File: src/rtl/pipe_mem_pkg.sv
// Shared types and default widths for the pipelined-CPU memory arbiter.
package pipe_mem_pkg;

   typedef enum logic [1:0] {
      IDLE  = 2'd0,
      ISSUE = 2'd1,
      WAIT  = 2'd2,
      RESP  = 2'd3
   } state_t;

   typedef enum logic {
      OWN_IF = 1'b0,
      OWN_DM = 1'b1
   } owner_t;

   localparam int DEF_ADDR_W     = 32;
   localparam int DEF_DATA_W     = 32;
   localparam int DEF_MEM_LAT    = 2;
   localparam int DEF_STARVE_MAX = 4;

endpackage

File: src/rtl/pipe_mem_arbiter.sv
// Single-port memory arbiter between instruction fetch (IF) and data memory (DM).
// DM has priority, IF is protected by a starvation counter, and an in-flight
// fetch can be cancelled by a branch flush without disturbing the memory access.
module pipe_mem_arbiter
   import pipe_mem_pkg::*;
#(
   parameter int ADDR_W     = DEF_ADDR_W,
   parameter int DATA_W     = DEF_DATA_W,
   parameter int MEM_LAT    = DEF_MEM_LAT,
   parameter int STARVE_MAX = DEF_STARVE_MAX
) (
   input  logic              clk_i,
   input  logic              rst_i,
   input  logic              if_req_i,
   input  logic [ADDR_W-1:0] if_addr_i,
   input  logic              if_flush_i,
   output logic              if_ack_o,
   output logic [DATA_W-1:0] if_rdata_o,
   input  logic              dm_req_i,
   input  logic              dm_we_i,
   input  logic [ADDR_W-1:0] dm_addr_i,
   input  logic [DATA_W-1:0] dm_wdata_i,
   output logic              dm_ack_o,
   output logic [DATA_W-1:0] dm_rdata_o,
   output logic              mem_en_o,
   output logic              mem_we_o,
   output logic [ADDR_W-1:0] mem_addr_o,
   output logic [DATA_W-1:0] mem_wdata_o,
   input  logic [DATA_W-1:0] mem_rdata_i,
   output logic              stall_if_o,
   output logic              stall_mem_o
);

   localparam int LAT_W = (MEM_LAT > 1) ? $clog2(MEM_LAT) : 1;
   localparam int STV_W = $clog2(STARVE_MAX + 1);
   localparam logic [LAT_W-1:0] LAT_LOAD   = LAT_W'(MEM_LAT - 1);
   localparam logic [STV_W-1:0] STARVE_TOP = STV_W'(STARVE_MAX);

   state_t            state;
   state_t            state_nxt;
   owner_t            owner;
   logic [ADDR_W-1:0] addr_q;
   logic              we_q;
   logic [DATA_W-1:0] wdata_q;
   logic [LAT_W-1:0]  lat_cnt;
   logic [STV_W-1:0]  starve_cnt;
   logic              cancel;
   logic              if_ack_q;
   logic              dm_ack_q;
   logic [DATA_W-1:0] if_rdata_q;
   logic [DATA_W-1:0] dm_rdata_q;
   logic              grant_if;
   logic              grant_dm;
   logic              if_wins;
   logic              flush_hit;

   // IF takes the port when DM is quiet or when DM has starved it long enough.
   assign if_wins   = if_req_i & (~dm_req_i | (starve_cnt == STARVE_TOP));
   assign flush_hit = if_flush_i & (owner == OWN_IF);

   // State register; reset abandons any in-flight access.
   always_ff @(posedge clk_i or posedge rst_i) begin
      if (rst_i) begin
         state <= IDLE;
      end else begin
         state <= state_nxt;
      end
   end

   // Next-state logic and the arbitration grant, which is only made in IDLE.
   always_comb begin
      state_nxt = state;
      grant_if  = 1'b0;
      grant_dm  = 1'b0;
      case (state)
         IDLE: begin
            if (if_req_i | dm_req_i) begin
               state_nxt = ISSUE;
               if (if_wins) begin
                  grant_if = 1'b1;
               end else begin
                  grant_dm = 1'b1;
               end
            end
         end
         ISSUE: state_nxt = WAIT;
         WAIT: begin
            if (lat_cnt == '0) begin
               state_nxt = RESP;
            end
         end
         RESP:    state_nxt = IDLE;
         default: state_nxt = IDLE;
      endcase
   end

   // Transaction registers, counters, cancel flag, read-data capture and acks.
   always_ff @(posedge clk_i or posedge rst_i) begin
      if (rst_i) begin
         owner      <= OWN_IF;
         addr_q     <= '0;
         we_q       <= 1'b0;
         wdata_q    <= '0;
         lat_cnt    <= '0;
         starve_cnt <= '0;
         cancel     <= 1'b0;
         if_ack_q   <= 1'b0;
         dm_ack_q   <= 1'b0;
         if_rdata_q <= '0;
         dm_rdata_q <= '0;
      end else begin
         if_ack_q <= 1'b0;
         dm_ack_q <= 1'b0;
         case (state)
            IDLE: begin
               cancel <= 1'b0;
               if (grant_if) begin
                  owner      <= OWN_IF;
                  addr_q     <= if_addr_i;
                  we_q       <= 1'b0;
                  wdata_q    <= '0;
                  starve_cnt <= '0;
               end else if (grant_dm) begin
                  owner   <= OWN_DM;
                  addr_q  <= dm_addr_i;
                  we_q    <= dm_we_i;
                  wdata_q <= dm_wdata_i;
                  if (if_req_i && (starve_cnt != STARVE_TOP)) begin
                     starve_cnt <= starve_cnt + 1'b1;
                  end
               end
               if (!if_req_i) begin
                  starve_cnt <= '0;
               end
            end
            ISSUE: begin
               lat_cnt <= LAT_LOAD;
               if (flush_hit) begin
                  cancel <= 1'b1;
               end
            end
            WAIT: begin
               if (flush_hit) begin
                  cancel <= 1'b1;
               end
               if (lat_cnt == '0) begin
                  if (owner == OWN_DM) begin
                     dm_ack_q <= 1'b1;
                     if (!we_q) begin
                        dm_rdata_q <= mem_rdata_i;
                     end
                  end else if (!(cancel | flush_hit)) begin
                     if_ack_q   <= 1'b1;
                     if_rdata_q <= mem_rdata_i;
                  end
               end else begin
                  lat_cnt <= lat_cnt - 1'b1;
               end
            end
            RESP: begin
               cancel <= 1'b0;
            end
            default: begin
               cancel <= 1'b0;
            end
         endcase
      end
   end

   assign if_ack_o    = if_ack_q;
   assign dm_ack_o    = dm_ack_q;
   assign if_rdata_o  = if_rdata_q;
   assign dm_rdata_o  = dm_rdata_q;
   assign mem_en_o    = (state == ISSUE);
   assign mem_we_o    = (state == ISSUE) & we_q;
   assign mem_addr_o  = addr_q;
   assign mem_wdata_o = wdata_q;
   assign stall_if_o  = if_req_i & ~if_ack_q;
   assign stall_mem_o = dm_req_i & ~dm_ack_q;

endmodule

File: config.mk
export PLATFORM = sky130hd
export DESIGN_NAME = pipe_mem_arbiter
export DESIGN_NICKNAME = d
export VERILOG_FILES = /design/src/rtl/pipe_mem_pkg.sv /design/src/rtl/pipe_mem_arbiter.sv
export SDC_FILE = /design/constraint.sdc
export NUM_CORES = 1
export LEC_CHECK = 0
export ABC_CLOCK_PERIOD_IN_PS = 5550
export BUFFER_PORTS_ARGS = -buffer_cell sky130_fd_sc_hd__buf_4
export CORE_MARGIN = 2
export CORE_UTILIZATION = 47
export CTS_CLUSTER_SIZE = 20
export DETAILED_ROUTE_END_ITERATION = 10
export HOLD_SLACK_MARGIN = 0.1
export MAX_ROUTING_LAYER = met4
export PLACE_DENSITY = 0.81
export RECOVER_POWER = 25
export SKIP_CTS_REPAIR_TIMING = 1
export SLEW_MARGIN = 20
export SYNTH_ARGS = -nofsm -noshare
export SYNTH_HDL_FRONTEND = slang
export SYNTH_SLANG_ARGS = --single-unit
File: constraint.sdc
create_clock -name clk_i -period 5.55 [get_ports clk_i]
set_input_delay 1.11 -clock clk_i [delete_from_list [all_inputs] [get_ports clk_i]]
set_output_delay 1.11 -clock clk_i [all_outputs]
set_load 0.01 [all_outputs]
==> metrics.md, run 1 <==
| Metric | Value |
|---|---|
| Vias | `4822` |
| Antenna-violating nets left | `0` |
| Final worst slack | `1610 ps` |
| Routed WL per cell | `19.0 um` |
| Crit path capture type | `output port` |
| Clk_lat worst skew | `410 ps` |
| Synth Area in XOR/XNOR | `0%` |
| Layout cells sized above 1 | `50.8%` |
| Port Buffer Count | `267` |
| Critical path buffers and inverters | `2` |
| Total power | `5.25 mW` |
| Clock Sinks | `139` |
| Min cycle time layout | `3940 ps` |
| First-pass GRT wire length | `24900 um` |
| Most frequent cells after synthesis | `dfrtp_1 (139), mux2_2 (35), a22o_1 (33), a41oi_1 (33), nor2_1 (33)` |
| # setup viols final | `0` |
| Antenna violations before repair | `0` |
| Critical Path RT | `4440 ps` |
| Slew at the pin with the worst max-slew slack | `1890 ps` |
| Post-Synth Simple-Gate Area | `3.53%` |
| Fin nets | `~840` |
| CTS tree | `done` |
| WL final | `16700 um` |
| Yosys top cell by area | `dfrtp_1` |
| Synth Area in Compound Gates | `16.8%` |
| Site Rows | `40` |
| Die Ht | `116 um` |
| Post-synthesis area per instance | `roughly 13 um^2` |
| Unique masters post-synth | `35` |
| Ranking of synthesized cells by area | `dfrtp_1 (59%), mux2_4 (7.7%), mux2_2 (6.7%), a22o_1 (4.9%), a41oi_1 (4.9%)` |
| EDFF count, synth | `0` |
| Setup TNS Final | `0 ps` |
| Tot GR Track Use | `24.8%` |
| Boundary pin count | `between 200 and 300` |
| VDD IR max | `339 uV` |
| Yosys warns | `0` |
| Status | `finished, violations left` |
| Highest clock rate | `between 200 and 300 MHz` |
| RSZ-0062 raised after global routing | `false` |
| Top-count cell post-synth | `dfrtp_1` |
| CP Data Arrival Time | `~2800 ps` |
| Leak | `4.12 nW` |
| Synth Flop Type | `dfrtp_1` |
| Worst-path maximum fanout | `41` |
| Worst hold-check path type | `flip-flop to flip-flop` |
| Synth Instances | `444` |
| DRT iter0 DRCs | `around 330` |
| Crit Path Class | `primary input to output port` |
| Vias per cell | `5.49` |
| Post-Synth Adder-Cell Area | `under 10%` |
| Place WS | `2610 ps` |
| R2R cell count | `5` |
| Htree depth | `4` |
| Routability congestion estimate | `0.784` |
| Layout fillers | `855` |
| Mux contribution to synthesized area | `14.7%` |
| Top cell type's share of synthesized area | `59.1%` |
| Core Area | `12100 um^2` |
| CTS Buf Count | `17` |
| Number of cells on the critical path | `3` |
| Die width | `between 100 and 150 um` |
| Largest delay share family, worst path | `buffers and inverters` |
| Slew margin rel. | `-26.0%` |
| Global route total overflow | `0` |
| Final HPWL DP | `~11000 um` |
| Sequential share of the synthesized area | `59.1%` |
| P&R area growth vs syn | `44.5%` |
| Mapped cell area | `5880 um^2` |
| Post-Syn Nets | `583` |
| Ys async rst share | `100%` |
| Drt pass-1 iters | `5` |
| Vias in the first global route | `approximately 4800` |
| Root buf cell | `clkbuf_16` |
| Hold path depth | `1` |
| Max-slew violation count | `76` |
| Critical path launch point type | `primary input` |
| Skew final | `8.49 ps` |
| #FFs+latches synth | `139` |
| Main combinational cell family by area after synthesis | `compound AO/OA/AOI/OAI gates` |
| Clock buffer depth | `2` |
| # diodes | `0` |
| Final Hold Viols | `0` |
| Largest net degree at the start of global routing | `87` |
| Maxcap violations | `2` |
| Die ar. | `13400 um^2` |
| Min Hold Slack | `a little under 500 ps` |
| CP Cell Sequence | `clkbuf_1 -> nor2b_1 -> buf_4` |
| Initial Util | `48.6%` |
| Biggest cell delay along the critical path | `1290 ps` |
| Power Density | `a little over 600 nW/um^2` |
| Drt drc | `0` |
| Failing checks | `max-capacitance violations, max-slew violations` |
| Tcrit/Tclk final | `70.9%` |
| Slowest-stage cell, CP | `clkbuf_1` |
| Clk slew on worst S/H paths | `roughly 60 ps` |
routing by layer:
metal	vias to the layer above	track usage, %	wire [um]
met5	-	-	0
met4	0	8.81	278
met3	26	6.22	1330
met2	268	41.1	8550
met1	2386	29.5	6540
li1	2142	-	-
cells by family (layout without fill, tap and decap cells):
group / Yosys count / count (layout)
AO/OA/AOI/OAI: 141 / 141
flip-flops: 139 / 139
multiplexers: 67 / 67
AND/OR/NAND/NOR: 46 / 46
buffers and inverters: 46 / 312
adder cells (fa/ha/maj): 5 / 5
worst reg2reg max path, stage by stage, from the launching register on:
cell and delay [ps]:
dfrtp_1 390, inv_1 100, ha_1 240, and3_1 170, clkbuf_1 1350, mux2_2 480
final timing paths:
| kind | from | endpoint | slack, ps |
|---|---|---|---|
| min reg2reg | cancel | cancel | 490 |
| max | if_req_i | stall_if_o | 1610 |
| min in group asynchronous | rst_i | dm_rdata_o[26] | 850 |
| min | cancel | cancel | 490 |
| max in group asynchronous | rst_i | dm_rdata_o[4] | 3490 |
| max reg2reg | state[0] | if_rdata_o[19] | 2700 |
report_power, final:
| group | switching, mW | total [mW] | internal (mW) |
|---|---|---|---|
| clock | 0.425 | 1.23 | 0.807 |
| sequential | 0.326 | 1.85 | 1.52 |
| combinational | 1.02 | 2.17 | 1.15 |
| total | 1.77 | 5.25 | 3.48 |
sequential cells by signal (all words and copies together) (netlist names):
register     count
dm_rdata_o      32
lat_cnt          1
starve_cnt       3
state            2
if_ack_o         1
owner            1
cancel           1
we_q             1
mem_addr_o      32
dm_ack_o         1
if_rdata_o      32
mem_wdata_o     32
area by class of cell:
class	count	area, um^2	share of cell area [%]
clock buffer	20	447	5.25
tap	168	210	2.47
sequential	139	3480	40.9
inverter	7	31.3	0.368
clock inverter	12	194	2.28
timing repair buffer	273	2000	23.5
multi-input combinational	259	2140	25.2
stage by stage:
step	std cells	area [um^2]	util, %
3_3_place_gp	846	7900	65.3
3_5_place_dp	846	7910	65.3
5_1_grt	878	8500	70.2
2_1_floorplan	444	5880	-
6_report	878	8500	70.2
4_1_cts	878	8550	70.6
cell usage in the layout (no fill, tap or decap), types with 2 or more instances in the layout:
cell and instances:
clkbuf_1 16, clkinvlp_4 2, nor2_1 33, clkbuf_16 17, a21oi_1 32, mux2_2 35
a41oi_1 33, ha_1 5, mux2i_1 2, nand2_1 2, inv_6 2, inv_1 6
buf_4 258, dfrtp_1 139, clkinv_2 4, nor2b_1 4, mux2_4 30, bufinv_16 5
a22o_1 33, o21ai_0 32
Power figures use the tool's default switching activity.
==> run 2: changes to the inputs <==
--- a/config.mk
+++ b/config.mk
@@ -5,15 +5,16 @@
 export SDC_FILE = /design/constraint.sdc
 export NUM_CORES = 1
 export LEC_CHECK = 0
-export ABC_CLOCK_PERIOD_IN_PS = 5550
+export ABC_AREA = 1
+export ABC_CLOCK_PERIOD_IN_PS = 3400
 export BUFFER_PORTS_ARGS = -buffer_cell sky130_fd_sc_hd__buf_4
 export CORE_MARGIN = 2
-export CORE_UTILIZATION = 47
+export CORE_UTILIZATION = 43
 export CTS_CLUSTER_SIZE = 20
 export DETAILED_ROUTE_END_ITERATION = 10
 export HOLD_SLACK_MARGIN = 0.1
 export MAX_ROUTING_LAYER = met4
-export PLACE_DENSITY = 0.81
+export PLACE_DENSITY = 0.78
 export RECOVER_POWER = 25
 export SKIP_CTS_REPAIR_TIMING = 1
 export SLEW_MARGIN = 20
==> constraint.sdc (replaced) <==
create_clock -name clk_i -period 3.4 [get_ports clk_i]
set_input_delay 0.68 -clock clk_i [delete_from_list [all_inputs] [get_ports clk_i]]
set_output_delay 0.68 -clock clk_i [all_outputs]
set_load 0.01 [all_outputs]
==> metrics.md, run 2 <==
| Metric | Value |
|---|---|
| Routed WL per cell | `14.8 um (was 19.0 um)` |
| Failing checks | `max-capacitance violations, max-slew violations (unchanged)` |
| Antenna violations before repair | `0 (unchanged)` |
| Main combinational cell family by area after synthesis | `simple AND/OR/NAND/NOR gates (was compound AO/OA/AOI/OAI gates)` |
| Critical Path RT | `3740 ps (was 4440 ps)` |
| GR Layer Usage met1 | `30.7% (was 29.5%)` |
| Mapped cell area | `6090 um^2 (was 5880 um^2)` |
| Cells after DPL | `1170 (was 846)` |
| Worst hold-check path type | `primary input to flip-flop (was flip-flop to flip-flop)` |
| Post-synthesis area per instance | `8.09 um^2 (was 13.2 um^2)` |
| Die ar. | `15100 um^2 (was 13400 um^2)` |
| Drt pass-1 iters | `5 (unchanged)` |
| Post-Syn Nets | `892 (was 583)` |
| Vias per cell | `4.94 (was 5.49)` |
| Power Density | `912 nW/um^2 (was 618 nW/um^2)` |
| Slew margin rel. | `-7.70% (was -26.0%)` |
| Clk_lat worst skew | `420 ps (was 410 ps)` |
| R2R cell count | `7 (was 5)` |
| Biggest cell delay along the critical path | `470 ps (was 1290 ps)` |
| Global route total overflow | `0 (unchanged)` |
| Hold EP | `if_rdata_o[28] (was cancel)` |
| Crit Path Class | `flip-flop to flip-flop (was primary input to output port)` |
| Final Util | `63.4% (was 70.2%)` |
| Largest net degree at the start of global routing | `67 (was 87)` |
| Die Ht | `123 um (was 116 um)` |
| Skew final | `12.2 ps (was 8.49 ps)` |
| Slowest-stage cell, CP | `inv_2 (was clkbuf_1)` |
| Initial Util | `43.9% (was 48.6%)` |
| Top cell type's share of synthesized area | `57.1% (was 59.1%)` |
| EDFF count, synth | `0 (unchanged)` |
| #FFs+latches synth | `139 (unchanged)` |
| Setup TNS Final | `0 ps (unchanged)` |
| Crit path capture type | `flip-flop (was output port)` |
| P&R area growth vs syn | `44.5% (about the same)` |
| R2R Setup Slk | `1270 ps (was 2700 ps)` |
| Synth Flop Type | `dfrtp_1 (unchanged)` |
| Mux contribution to synthesized area | `0% (was 14.7%)` |
| Clk slew on worst S/H paths | `60 ps (about the same)` |
| Slew at the pin with the worst max-slew slack | `1610 ps (was 1890 ps)` |
| Top-count cell post-synth | `nand2_1 (was dfrtp_1)` |
| Core Area | `13900 um^2 (was 12100 um^2)` |
| Critical path buffers and inverters | `3 (was 2)` |
| Worst R2R End | `mem_wdata_o[23] (was if_rdata_o[19])` |
| Unique masters post-synth | `16 (was 35)` |
| Most frequent cells in the layout | `nand2_1 (301), buf_4 (278), dfrtp_1 (139) (was buf_4 (258), dfrtp_1 (139), mux2_2 (35))` |
| Synth Area in Compound Gates | `3.62% (was 16.8%)` |
| Worst-path maximum fanout | `35 (was 41)` |
| Yosys warns | `0 (unchanged)` |
| Layout cells sized above 1 | `30.9% (was 50.8%)` |
| Status | `finished, violations left (unchanged)` |
| Fin area | `8800 um^2 (was 8500 um^2)` |
| Post-Synth Simple-Gate Area | `29.9% (was 3.53%)` |
| Placed cell area | `8270 um^2 (was 7910 um^2)` |
| RSZ-0062 raised after global routing | `false (unchanged)` |
| Highest clock rate | `470 MHz` |
| Min cycle time layout | `2130 ps` |
| Leak | `5.04 nW (was 4.12 nW)` |
| Final Hold Viols | `0 (unchanged)` |
| # setup viols final | `0 (unchanged)` |
| Yosys top cell by area | `dfrtp_1 (unchanged)` |
| Total power | `8.02 mW (was 5.25 mW)` |
| VDD IR max | `448 uV (was 339 uV)` |
| Antenna-violating nets left | `0 (unchanged)` |
| Vias in the first global route | `5469 (was 4774)` |
| Site Rows | `43 (was 40)` |
| Port Buffer Count | `267 (unchanged)` |
| CTS tree | `done (unchanged)` |
| Root buf cell | `clkbuf_16 (unchanged)` |
| Fin nets | `1148 (was 836)` |
| First-pass GRT wire length | `27300 um (was 24900 um)` |
| CP Cell Sequence | `inv_1 -> ha_1 -> o21ai_4 -> inv_2 -> buf_4 -> nand3_1 -> nand2_1 (was clkbuf_1 -> nor2b_1 -> buf_4)` |
| Routability congestion estimate | `0.800 (was 0.784)` |
| Maxcap violations | `1 (was 2)` |
| Final HPWL DP | `12300 um (was 11200 um)` |
| Vias | `5923 (was 4822)` |
| Die width | `123 um (was 116 um)` |
| # diodes | `0 (unchanged)` |
| Met2 GRT Util | `36.6% (was 41.1%)` |
| CP Data Arrival Time | `2470 ps (was 2830 ps)` |
| Clock buffer depth | `2 (unchanged)` |
| WL final | `17700 um (was 16700 um)` |
| Hold path start | `mem_rdata_i[28] (was cancel)` |
| Routing usage on met3 | `6.41% (was 6.22%)` |
| Ys async rst share | `100% (unchanged)` |
| Synth Instances | `753 (was 444)` |
| Boundary pin count | `268 (unchanged)` |
| Critical path launch point type | `flip-flop (was primary input)` |
| Largest delay share family, worst path | `buffers and inverters (unchanged)` |
| Drt drc | `0 (unchanged)` |
| Tcrit/Tclk final | `62.6%` |
| Tot GR Track Use | `23.9% (was 24.8%)` |
| DRT iter0 DRCs | `366 (was 334)` |
| Place WS | `1270 ps (was 2610 ps)` |
| Sequential share of the synthesized area | `57.1% (was 59.1%)` |
| Hold path depth | `3 (was 1)` |
| Clock Sinks | `139 (unchanged)` |
| Htree depth | `4 (unchanged)` |
| Most frequent cells after synthesis | `nand2_1 (302), dfrtp_1 (139), nand3_1 (133) (was dfrtp_1 (139), mux2_2 (35), a22o_1 (33), a41oi_1 (33), nor2_1 (33))` |
| Post-Synth Adder-Cell Area | `1.03% (was 1.06%)` |
| Synth Area in XOR/XNOR | `0% (unchanged)` |
| Ranking of synthesized cells by area | `dfrtp_1 (57%), nand2_1 (19%), nand3_1 (11%), inv_1 (4.7%), o21ai_0 (3.1%) (was dfrtp_1 (59%), mux2_4 (7.7%), mux2_2 (6.7%), a22o_1 (4.9%), a41oi_1 (4.9%))` |
| Most Used Layer, Global Route | `met2 (unchanged)` |
| CTS Buf Count | `17 (unchanged)` |
| Max-slew violation count | `35 (was 76)` |
| Commonest non-fill, non-tap cell in the layout | `nand2_1 (was buf_4)` |
| R2R Path Start | `state[0] (unchanged)` |
| Min Hold Slack | `471 ps (was 493 ps)` |
| Final worst slack | `1270 ps (was 1610 ps)` |
| Fin cells | `1200 (was 878)` |
[run 2: cell count changes in the layout (fill, tap and decap cells not counted), moves of 6 or more]
cell | before | now
o21ai_0 | 32 | 38
mux2_4 | 30 | 0
mux2_2 | 35 | 0
nor2_1 | 33 | 3
a41oi_1 | 33 | 0
clkbuf_1 | 16 | 5
nand3_1 | 1 | 133
inv_1 | 6 | 75
buf_4 | 258 | 278
a22o_1 | 33 | 0
a21oi_1 | 32 | 5
nand2_1 | 2 | 301
[run 2: area by class of cell]
| cell class | instances | area (um^2) |
|---|---|---|
| sequential | 139 | 3480 |
| clock buffer | 23 | 468 |
| fill | 1185 | 5080 |
| tap | 180 | 225 |
| multi-input combinational | 489 | 2120 |
| timing repair buffer | 282 | 2140 |
| inverter | 80 | 302 |
| clock inverter | 7 | 68.8 |
[run 2: worst max-delay path by stage]
stage | from | to | slack, ps | cells past startpoint
4_1_cts | state[0] | mem_wdata_o[23] | 1250 | 7
6_report | state[0] | mem_wdata_o[23] | 1270 | 7
3_5_place_dp | state[0] | dm_rdata_o[13] | 1270 | 9
2_1_floorplan | rst_i | cancel | 980 | 1
5_1_grt | rst_i | starve_cnt[2] | 910 | 3
3_3_place_gp | state[0] | mem_wdata_o[20] | 1320 | 7
[run 2: power breakdown]
group / switching, mW / internal [mW] / total [mW]
clock network: 0.652 / 1.03 / 1.68
registers: 0.428 / 2.44 / 2.87
logic: 1.95 / 1.52 / 3.47
total: 3.03 / 4.99 / 8.02
[run 2: cells by family (layout without fill, tap and decap cells)]
kind of cell	count (synthesis)	in the layout
buffers and inverters	125	392
adder cells (fa/ha/maj)	5	5
AND/OR/NAND/NOR	440	440
AO/OA/AOI/OAI	44	44
flip-flops	139	139
[run 2: worst min-delay path: stages]
cell	delay, ps
buf_4	80
nand2_1	40
nand2_1	50
[run 2: layer usage]
| layer | wire length (um) | vias up |
|---|---|---|
| met5 | 0 | - |
| met3 | 1550 | 31 |
| li1 | - | 2860 |
| met2 | 8280 | 274 |
| met4 | 386 | 0 |
| met1 | 7520 | 2758 |
==> run 3: changes to the inputs <==
--- a/config.mk
+++ b/config.mk
@@ -5,16 +5,16 @@
 export SDC_FILE = /design/constraint.sdc
 export NUM_CORES = 1
 export LEC_CHECK = 0
-export ABC_AREA = 1
-export ABC_CLOCK_PERIOD_IN_PS = 3400
+export ABC_AREA = 0
+export ABC_CLOCK_PERIOD_IN_PS = 1850
 export BUFFER_PORTS_ARGS = -buffer_cell sky130_fd_sc_hd__buf_4
 export CORE_MARGIN = 2
-export CORE_UTILIZATION = 43
+export CORE_UTILIZATION = 42
 export CTS_CLUSTER_SIZE = 20
 export DETAILED_ROUTE_END_ITERATION = 10
 export HOLD_SLACK_MARGIN = 0.1
 export MAX_ROUTING_LAYER = met4
-export PLACE_DENSITY = 0.78
+export PLACE_DENSITY = 0.77
 export RECOVER_POWER = 25
 export SKIP_CTS_REPAIR_TIMING = 1
 export SLEW_MARGIN = 20
==> constraint.sdc (replaced) <==
create_clock -name clk_i -period 1.85 [get_ports clk_i]
set_input_delay 0.37 -clock clk_i [delete_from_list [all_inputs] [get_ports clk_i]]
set_output_delay 0.37 -clock clk_i [all_outputs]
set_load 0.01 [all_outputs]
==> metrics.md, run 3 (synthesis results as in run 1) <==
| Metric | Value |
|---|---|
| First-pass GRT wire length | `24400 um (was 27300 um)` |
| Layout fillers | `1064 (was 1185)` |
| Core Area | `13800 um^2 (was 13900 um^2)` |
| Met3 WL | `1140 um (was 1550 um)` |
| Global route total overflow | `0 (unchanged)` |
| Vias per cell | `5.30 (was 4.94)` |
| CTS tree | `done (unchanged)` |
| P&R area growth vs syn | `46.7% (was 44.5%)` |
| Layout cells sized above 1 | `53.1% (was 30.9%)` |
| Clk_lat worst skew | `410 ps (was 420 ps)` |
| Boundary pin count | `268 (unchanged)` |
| Wl on met1 | `6410 um (was 7520 um)` |
| Port Buffer Count | `267 (unchanged)` |
| Die ar. | `15000 um^2 (was 15100 um^2)` |
| Leak | `4.17 nW (was 5.04 nW)` |
| Drt drc | `0 (unchanged)` |
| # diodes | `0 (unchanged)` |
| Skew final | `7.45 ps (was 12.2 ps)` |
| Site Rows | `43 (unchanged)` |
| Clock Sinks | `139 (unchanged)` |
| WL final | `15900 um (was 17700 um)` |
| Htree depth | `4 (unchanged)` |
| Routed WL per cell | `17.6 um (was 14.8 um)` |
| Status | `finished, final reports clean (was finished, violations left)` |
| Crit Path Class | `flip-flop to flip-flop (unchanged)` |
| Hold path depth | `2 (was 3)` |
| Initial Util | `42.7% (was 43.9%)` |
| Slew at the pin with the worst max-slew slack | `759 ps (was 1610 ps)` |
| Die width | `122 um (was 123 um)` |
| Fin area | `8630 um^2 (was 8800 um^2)` |
| CTS Buf Count | `17 (unchanged)` |
| Final Hold Viols | `0 (unchanged)` |
| Die Ht | `122 um (was 123 um)` |
| Critical path launch point type | `flip-flop (unchanged)` |
| Worst-path maximum fanout | `16 (was 35)` |
| Routability congestion estimate | `0.834 (was 0.800)` |
| Crit path capture type | `flip-flop (unchanged)` |
| Fin nets | `847 (was 1148)` |
| Root buf cell | `clkbuf_16 (unchanged)` |
| Placed cell area | `8070 um^2 (was 8270 um^2)` |
| Highest clock rate | `581 MHz (was 470 MHz)` |
| Antenna-violating nets left | `0 (unchanged)` |
| Final Util | `62.7% (was 63.4%)` |
| Max-slew violation count | `0 (was 35)` |
| Worst hold-check path type | `primary input to flip-flop (unchanged)` |
| Antenna violations before repair | `0 (unchanged)` |
| Vias in the first global route | `4907 (was 5469)` |
| Tot GR Track Use | `21.6% (was 23.9%)` |
| Top Metal Used | `met4 (unchanged)` |
| Tcrit/Tclk final | `93.1% (was 62.6%)` |
| VDD IR max | `809 uV (was 448 uV)` |
| Slew margin rel. | `49.4% (was -7.70%)` |
| RSZ-0062 raised after global routing | `false (unchanged)` |
| # setup viols final | `0 (unchanged)` |
| Clk slew on worst S/H paths | `60 ps (about the same)` |
| Vias | `4776 (was 5923)` |
| DRT iter0 DRCs | `308 (was 366)` |
| WL met2 | `7970 um (was 8280 um)` |
| CP Data Arrival Time | `2010 ps (was 2470 ps)` |
| Place WS | `95.4 ps (was 1270 ps)` |
| Most frequent cells in the layout | `buf_4 (274), dfrtp_1 (139), mux2_2 (35) (was nand2_1 (301), buf_4 (278), dfrtp_1 (139))` |
| Min cycle time layout | `1720 ps (was 2130 ps)` |
| Final worst slack | `128 ps (was 1270 ps)` |
| R2R cell count | `6 (was 7)` |
| Largest net degree at the start of global routing | `85 (was 67)` |
| Maxcap violations | `0 (was 1)` |
| Drt pass-1 iters | `4 (was 5)` |
| Power Density | `1770 nW/um^2 (was 912 nW/um^2)` |
| Commonest non-fill, non-tap cell in the layout | `buf_4 (was nand2_1)` |
| Critical Path RT | `2140 ps (was 3740 ps)` |
| Final HPWL DP | `11100 um (was 12300 um)` |
| Clock buffer depth | `2 (unchanged)` |
-- run 3: cell count changes in the layout (fill, tap and decap cells not counted), sizes merged, moves of 27 or more --
cell / before / now
a21oi: 5 / 32
a41oi: 0 / 33
nand3: 133 / 1
inv: 78 / 9
nand2: 302 / 2
a22o: 0 / 33
mux2: 0 / 65
nor2: 5 / 33
-- run 3: stage by stage --
step / cells / setup TNS (ps) / hold WS [ps] / total power [mW]
CTS: 899 / 0 / -123 / 15.4
detailed placement: 867 / 0 / 323 / 12.2
global route: 901 / 0 / 156 / 16.2
global placement: 867 / 0 / 318 / 12.0
floorplan: 444 / -35460 / 465 / 8.90
finish: 901 / 0 / 174 / 15.3
-- run 3: metal layers --
metal	vias up	track usage, %
li1	2162	-
met1	2342	25.7
met2	238	35.3
met3	34	5.86
met4	0	7.69
met5	-	-
-- run 3: final timing paths --
| check | start | slack (ps) | endpoint |
|---|---|---|---|
| setup / recovery | state[0] | 130 | dm_rdata_o[7] |
| hold / removal | dm_wdata_i[31] | 170 | mem_wdata_o[31] |
| setup reg to reg | state[0] | 130 | dm_rdata_o[7] |
| hold reg to reg | cancel | 490 | cancel |
| max in group asynchronous | rst_i | 350 | mem_wdata_o[0] |
| min in group asynchronous | rst_i | 460 | dm_rdata_o[24] |
-- run 3: final cells by class --
cell class,instances,area [um^2],share of cell area [%]
clock inverters,11,90.1,1.04
inverters,7,27.5,0.319
flip-flops and latches,139,3480,40.3
clock buffers,21,450,5.22
well taps,180,225,2.61
repair buffers,284,2220,25.7
multi-input cells,259,2140,24.8
-- run 3: worst max-delay path, cell delays in order, from the launching register on --
cell	delay, ps
dfrtp_1	400
inv_1	90
ha_1	160
and3b_1	190
nor2b_4	210
clkbuf_16	230
mux2_4	310
-- run 3: report_power, final --
| group | internal, mW | switching (mW) |
|---|---|---|
| Sequential | 4.56 | 0.956 |
| Clock | 1.77 | 1.31 |
| Combinational | 3.71 | 2.97 |
| Total | 10.0 | 5.23 |
